[src/rtl/mips_cpu_pc_seq.sv]
// Program-counter sequencer with architectural branch delay slots, stall hold,
// exception redirect and halt. Optional JR alignment check: MIPS_PC_ALIGN_CHECK_EN.
module mips_cpu_pc_seq #(
  parameter logic [31:0] RESET_VECTOR = 32'hBFC00000,
  parameter logic [31:0] EXC_VECTOR   = 32'hBFC00380,
  parameter logic [31:0] HALT_ADDR    = 32'h00000000
) (
  input  logic        i_clk,
  input  logic        i_rst,
  input  logic        i_stall,
  input  logic [1:0]  i_pc_ctrl,
  input  logic        i_branch_taken,
  input  logic [31:0] i_instr,
  input  logic [31:0] i_reg_readdata,
  input  logic        i_exc_req,
  output logic [31:0] o_pc_out,
  output logic [31:0] o_pc_link,
  output logic        o_in_delay_slot,
  output logic        o_active,
  output logic        o_fault
);

  // state      | meaning
  // ST_RUN     | sequential fetch, redirect requests accepted
  // ST_PENDING | pc is the delay slot, r_tgt is taken on the next unstalled edge
  // ST_HALTED  | pc frozen at HALT_ADDR until reset
  typedef enum logic [1:0] {ST_RUN, ST_PENDING, ST_HALTED} state_t;

  state_t      r_state;
  logic [31:0] r_pc;
  logic [31:0] r_tgt;
  logic        r_fault;
  logic        r_active;
  logic        r_in_ds;

  logic [31:0] w_pc_plus4;
  logic [31:0] w_br_tgt;
  logic [31:0] w_j_tgt;
  logic [31:0] w_raw_tgt;
  logic [31:0] w_tgt;
  logic        w_redirect;
  logic        w_fault_set;

  assign w_pc_plus4 = r_pc + 32'd4;
  assign w_br_tgt   = w_pc_plus4 + {{14{i_instr[15]}}, i_instr[15:0], 2'b00};
  assign w_j_tgt    = {w_pc_plus4[31:28], i_instr[25:0], 2'b00};

  always_comb begin
    w_redirect = 1'b0;
    w_raw_tgt  = w_pc_plus4;
    case (i_pc_ctrl)
      2'd1: begin
        w_redirect = i_branch_taken;
        w_raw_tgt  = w_br_tgt;
      end
      2'd2: begin
        w_redirect = 1'b1;
        w_raw_tgt  = w_j_tgt;
      end
      2'd3: begin
        w_redirect = 1'b1;
        w_raw_tgt  = i_reg_readdata;
      end
      default: ;
    endcase
  end

`ifdef MIPS_PC_ALIGN_CHECK_EN
  logic w_misalign;
  assign w_misalign  = (w_raw_tgt[1:0] != 2'b00);
  assign w_tgt       = w_misalign ? EXC_VECTOR : w_raw_tgt;
  assign w_fault_set = w_redirect & w_misalign;
`else
  assign w_tgt       = w_raw_tgt & ~32'h3;
  assign w_fault_set = 1'b0;
`endif

  always_ff @(posedge i_clk) begin
    if (!i_rst) begin
      r_state  <= ST_RUN;
      r_pc     <= RESET_VECTOR;
      r_tgt    <= 32'h0;
      r_fault  <= 1'b0;
      r_active <= 1'b1;
      r_in_ds  <= 1'b0;
    end else begin
      r_fault <= 1'b0;
      case (r_state)
        ST_HALTED: ;
        default: begin
          if (i_exc_req) begin
            r_pc    <= EXC_VECTOR;
            r_tgt   <= 32'h0;
            r_state <= ST_RUN;
            r_in_ds <= 1'b0;
          end else if (!i_stall) begin
            if (r_state == ST_PENDING) begin
              r_pc    <= r_tgt;
              r_in_ds <= 1'b0;
              if (r_tgt == HALT_ADDR) begin
                r_state  <= ST_HALTED;
                r_active <= 1'b0;
              end else begin
                r_state <= ST_RUN;
              end
            end else begin
              r_pc <= w_pc_plus4;
              // Landing on the halt address wins over a redirect from this slot.
              if (w_pc_plus4 == HALT_ADDR) begin
                r_state  <= ST_HALTED;
                r_active <= 1'b0;
              end else if (w_redirect) begin
                r_tgt   <= w_tgt;
                r_state <= ST_PENDING;
                r_in_ds <= 1'b1;
                r_fault <= w_fault_set;
              end
            end
          end
        end
      endcase
    end
  end

  assign o_pc_out        = r_pc;
  assign o_pc_link       = r_pc + 32'd8;
  assign o_in_delay_slot = r_in_ds;
  assign o_active        = r_active;
  assign o_fault         = r_fault;

endmodule

[config.mk]
export PLATFORM = sky130hd
export DESIGN_NAME = mips_cpu_pc_seq
export DESIGN_NICKNAME = d
export VERILOG_FILES = /design/src/rtl/mips_cpu_pc_seq.sv
export SDC_FILE = /design/constraint.sdc
export NUM_CORES = 1
export LEC_CHECK = 0
export BUFFER_PORTS_ARGS = -buffer_cell sky130_fd_sc_hd__buf_2
export CELL_PAD_IN_SITES_DETAIL_PLACEMENT = 1
export CELL_PAD_IN_SITES_GLOBAL_PLACEMENT = 1
export CORE_ASPECT_RATIO = 1.4
export CORE_UTILIZATION = 37
export DETAILED_ROUTE_END_ITERATION = 7
export PLACE_DENSITY = 0.76
export SETUP_SLACK_MARGIN = 0.1
export SLEW_MARGIN = 25
export SYNTH_ARGS = -nofsm -noshare
export SYNTH_HDL_FRONTEND = slang
export SYNTH_SLANG_ARGS = --single-unit
[constraint.sdc]
create_clock -name i_clk -period 4.08 [get_ports i_clk]
set_input_delay 1.02 -clock i_clk [delete_from_list [all_inputs] [get_ports i_clk]]
set_output_delay 1.02 -clock i_clk [all_outputs]
set_load 0.05 [all_outputs]
# --- Word level (Yosys, flattened, before mapping) ---
# Index checks and enable logic that the tools add are counted.
totals:
  latch_bits: 0
  output_inout_bits: 67
  n_memories: 0
  mem_bits_ro: 0
  ramBits: 0
  in_bits: 71
  ff_bits: 68
classes:
  shifts: 0
  multipliers: 0
  reduce_logical: 12
  div: 0
  n_eq_ne: 10
  addsub: 3
  bitwise_logic: 3
  muxes: 24
  order_cmp: 0
ops:
  columns: ["cell", "count"]
  rows:
  - ["$mux 32", 8]
  - ["$pmux 32 s3", 1]
  - ["$logic_not 32->1", 2]
  - ["$add 32x3->32 const B", 1]
  - ["$add 32x32->32", 1]
  - ["$add 32x4->32 const B", 1]
  - ["$mux 2", 6]
  - ["$reduce_and 5->1", 2]
  - ["$mux 1", 8]
  - ["$eq 2x2->1 const B", 3]
  - ["$eq 2x1->1 const B", 2]
  - ["$ne 2x1->1 const B", 2]
  - ["$ne 2x2->1 const B", 2]
  - ["$reduce_and 4->1", 1]
  - ["$reduce_bool 2->1", 2]
  - ["$reduce_bool 4->1", 1]
  - ["$ne 3x3->1 const B", 1]
  - ["$not 1->1", 3]
  - ["$reduce_and 3->1", 1]
  - ["$reduce_bool 3->1", 1]
  - ["$pmux 1 s2", 1]
  - ["$reduce_and 2->1", 1]
  - ["$reduce_or 2->1", 1]

# --- Depth between registers and ports, before layout ---
depth:
  word_depth: 8
  ltp_mapped: 18
  depth_no_buf: 16

# --- Least setup slack after synthesis ---
# OpenSTA, ideal clock, no wires.
synth_timing:
  path_type: "register to register"
  startpoint: "register r_pc[4] (netlist: o_pc_out[4])"
  endpoint: "register r_tgt[31]"
  path_buffers: 1
  path_stages_with_launch: 16
  synth_period_minus_slack_ns: 4.400
  setup_time_ns: 0.117
  required_ns: 3.963
  t_arrival_ns: 4.282
  slack_ns: -0.320
  cell_sequence: "dfxtp_1 -> ha_1 -> nand4_2 -> or3_1 -> clkbuf_2 -> xnor2_1 -> ha_1 -> a21o_1 -> a2111oi_0 -> a21boi_0 -> nor3_1 -> a311oi_1 -> o21ai_0 -> a211oi_1 -> a21oi_1 -> a32o_1"
synth_between:
  elab_chain_len: 8
synth_lines:
  columns: ["item", "line_no", "text"]
  rows:
  - ["from (decl)", "30", "logic [31:0] r_pc;"]
  - ["from (signal assigned)", "98", "r_pc <= r_tgt;"]
  - ["from (signal assigned)", "107", "r_pc <= w_pc_plus4;"]
  - ["$add 32x3->32 *", "44", "assign w_pc_plus4 = r_pc + 32'd4;"]
  - ["$add 32x32->32", "45", "assign w_br_tgt = w_pc_plus4 + {{14{i_instr[15]}}, i_instr[15:0], 2'b00};"]
  - ["$pmux 32 s3", "51", "case (i_pc_ctrl)"]
  - ["$mux 32", "112", "end else if (w_redirect) begin"]
  - ["$mux 32", "109", "if (w_pc_plus4 == HALT_ADDR) begin"]
  - ["$mux 32", "97", "if (r_state == ST_PENDING) begin"]
  - ["$mux 32", "96", "end else if (!i_stall) begin"]
  - ["$mux 32", "91", "if (i_exc_req) begin"]
  - ["to (signal assigned)", "113", "r_tgt <= w_tgt;"]
  - ["to (decl)", "31", "logic [31:0] r_tgt;"]
# Every way passes the cells marked *; elsewhere a longest branch is shown, timed or not. The select of a mux whose other input is x is not followed.
# A chain may end at the register's enable or synchronous reset.

# --- Final worst setup path ---
layout_timing:
  startpoint: "register r_pc[3] (netlist: o_pc_out[3])"
  endpoint: "register r_tgt[21]"
# The elaborated chain is that of the path after synthesis.

==> results.py <==
metrics = {
    "layout": {
        "fin_nets": 1168,
        "n_antenna_cell": 0,
        "area_delta_synth_final_pct": 25.4,
        "fin_util": 0.472,
        "drive_gt1_frac": 0.268,
        "regArea_um2": 1310,
        "fillers": 2283,
        "multi_input_comb_area_um2": 5230,
        "final_area_um2": 8460,
    },
    "setup_path": {
        "crit_path_frequent_cell": "buf_4",
        "timing.rr.end": "r_tgt[21]",
        "reg2reg_slack_ns": 0.11,
        "reg2reg_depth": 16,
        "setup.worst_path.end_class": "register",
        "worstPathRequired_ns": 4.30,
        "cpMaxStageDelayCell": "mux4_2",
        "path_cells": "ha_2 -> nand4_2 -> or3_4 -> xnor2_2 -> buf_4 -> ha_1 -> a21o_1 -> a2111oi_2 -> a21boi_2 -> buf_4 -> o211ai_1 -> a41oi_2 -> buf_4 -> xnor2_1 -> mux4_2 -> a22o_1",
        "max_stage_delay_ns": 0.49,
        "crit_arrival_ns": 4.19,
        "critPathKind": "register to register",
        "regToRegStartpoint": "o_pc_out[3]",
        "cp-start-kind": "register",
        "worstPathMaxFanout": 4,
    },
    "logic_synthesis": {
        "yosysSeqAreaShare": 0.190,
        "synth_seq_cells": 64,
        "synth-edff-count": 0,
        "synth_area_um2": 6750,
        "netlist_instances": 923,
        "avgSynthCellArea_um2": 7.31,
        "yosys_most_used_dff": "dfxtp_1",
        "yosys_warnings": 0,
        "synth.distinct_cells": 72,
        "synthArstFlopShare": 0,
    },
    "route": {
        "drc": 0,
        "ant_nets": 0,
        "firstDrtPassIters": 4,
        "via_per_inst": 5.72,
        "wl_um": 25100,
        "drt_iter0_markers": 396,
        "vias": 7469,
        "wl_per_cell_um": 19.2,
    },
    "global_routing": {
        "globalRouteMet1Util": 0.325,
        "antenna_found_initial": 1,
        "globalRouteMet2Util": 0.469,
        "grt.busiest_layer": "met2",
        "globalRouteOverflowTotal": 0,
        "grtUsageMet3": 0.0224,
        "track_usage": 0.266,
        "grt_pass1_wl_um": 38800,
        "grt_max_degree": 33,
        "grt_pass1_vias": 7390,
    },
    "sta": {
        "setup_viol": 0,
        "drv_slew": 0,
        "rsz0062_at_grt": "yes",
        "tightest_slew_ns": 0.837,
        "post-route-min-period_ns": 3.97,
        "hold_viol_final": 0,
        "fin_skew_ns": 0.00446,
        "relSlewSlack": 0.442,
        "fmax_mhz": 252,
        "finalCritPeriodShare": 0.974,
        "setup_ws_ns": 0.108,
    },
    "clocking": {
        "cts_sinks": 64,
        "ctsRootBufferMaster": "clkbuf_16",
        "cts_buffer_depth": 2,
        "ctsHtreeMaxLevel": 3,
        "clk_latency_ns": 0.33,
        "clk_pin_slew_ns": 0.05,
        "cts-hold-fix-buffers": 0,
        "cts_buffers": 9,
        "cts_tree": "built",
    },
    "power_and_ir_drop": {
        "max-vdd-ir-drop_v": 0.000181,
        "finalPower_mw": 2.09,
        "leakage_nw": 3.66,
        "power.density_nw_per_um2": 247,
    },
    "placement": {
        "dp_hpwl_um": 19200,
        "dpl_worst_slack_ns": 0.0475,
        "placed_area_um2": 7900,
        "io_buffers": 124,
        "place_congestion": 0.959,
    },
    "flow_run": {
        "cap_violations": 0,
    },
    "hold_path": {
        "hold_start": "o_active",
        "worstHoldPathCells": 2,
        "hold_path_class": "register to register",
        "worstHoldEndpoint": "o_active",
    },
    "floorplan": {
        "core_um2": 17900,
        "die_h_um": 162,
        "die_area_um2": 18800,
        "row_count": 58,
        "ios": 138,
        "die_w_um": 116,
        "initial_core_util": 0.376,
    },
    "outcome": {
        "outcome": "complete, no violations",
    },
}
stage by stage:
step	TNS (ns)	cells	hold slack, ns
4_1_cts	0	1304	0.468
6_report	0	1306	0.461
3_5_place_dp	0	1288	0.456
3_3_place_gp	0	1288	0.452
2_1_floorplan	0	927	0.441
5_1_grt	-0.0948	1306	0.493
synth_stat cells (21+ instances only):
cell type / n / area share
nand2_1: 90 / 0.050
a21oi_1: 82 / 0.061
nor2_1: 71 / 0.040
dfxtp_1: 64 / 0.19
o21ai_0: 60 / 0.045
clkbuf_1: 45 / 0.025
xnor2_1: 42 / 0.055
ha_1: 35 / 0.065
xor2_1: 35 / 0.045
inv_1: 32 / 0.018
mux2i_1: 28 / 0.042
nand4_1: 22 / 0.020
nand3_1: 21 / 0.016
nor3_1: 21 / 0.016
worst max-delay path by stage:
stage	from	to	cells past startpoint	slack, ns
6_report	o_pc_out[3]	r_tgt[21]	16	0.11
2_1_floorplan	o_pc_out[4]	r_tgt[25]	15	0.13
3_3_place_gp	o_pc_out[3]	r_tgt[21]	15	0.08
5_1_grt	o_pc_out[3]	r_tgt[21]	16	-0.04
4_1_cts	o_pc_out[3]	r_tgt[28]	17	0.10
3_5_place_dp	o_pc_out[3]	r_tgt[21]	15	0.05
kinds of logic (layout without fill, tap and decap cells):
group                    count (synthesis)  after routing  share of synthesized area
flip-flops                              64             64                      0.190
XOR/XNOR                                77             77                      0.100
AND/OR/NAND/NOR                        327            327                      0.247
other                                    1              5                   0.000556
multiplexers                            34             34                     0.0582
buffers and inverters                  105            244                     0.0694
adder cells (fa/ha/maj)                 36             36                     0.0679
AO/OA/AOI/OAI                          279            279                      0.267
final cells by class:
type	count	area share
inverters	32	0.0142
clock inverters	6	0.0127
repair buffers	196	0.139
well taps	240	0.0355
multi-input cells	758	0.617
clock buffers	10	0.0271
flip-flops and latches	64	0.154
report_power, final:
group	total [mW]	internal (mW)	switching, mW
Sequential	0.678	0.649	0.0289
Combinational	0.541	0.211	0.329
Clock	0.873	0.594	0.279
routing by layer:
layer | part of all wire | routed length (um)
met5 | 0.00052 | 13
met1 | 0.43 | 10900
met4 | 0.035 | 880
met2 | 0.50 | 12700
met3 | 0.027 | 678
cells in the final DEF, fill, tap and decap left out, types with 28 or more instances in the layout:
master | synthesis | layout
a21oi_1 | 82 | 79
buf_2 | 10 | 124
buf_4 | 10 | 71
dfxtp_1 | 64 | 50
ha_1 | 35 | 30
inv_1 | 32 | 30
mux2i_1 | 28 | 28
nand2_1 | 90 | 90
nor2_1 | 71 | 71
o21ai_0 | 60 | 51
xnor2_1 | 42 | 40
xor2_1 | 35 | 32
repair_timing:
action / 4_1_cts / 5_1_grt
gates resized for setup: 9 / 43
setup buffers: 0 / 2
pin swaps: 2 / 10
gates cloned: 0 / 0
endpoints found under the hold margin: 0 / 0
setup endpoints to repair: 7 / 10
critical path, delay by kind of cell (launching register included):
kind	cells	cell delay (ns)
buffers and inverters	3	0.44
and+or+nand+nor	2	0.55
xor gates and xnor gates	2	0.25
DFF	1	0.37
AOI/OAI and AO/OA	6	1.30
muxes	1	0.49
adders and majority gates	2	0.45
state kept, by name, summed over array words and instances (netlist names):
signal	flops
r_state	2
o_in_delay_slot	1
o_active	1
r_tgt	30
o_pc_out	30
(Power assumes the default switching activity.)
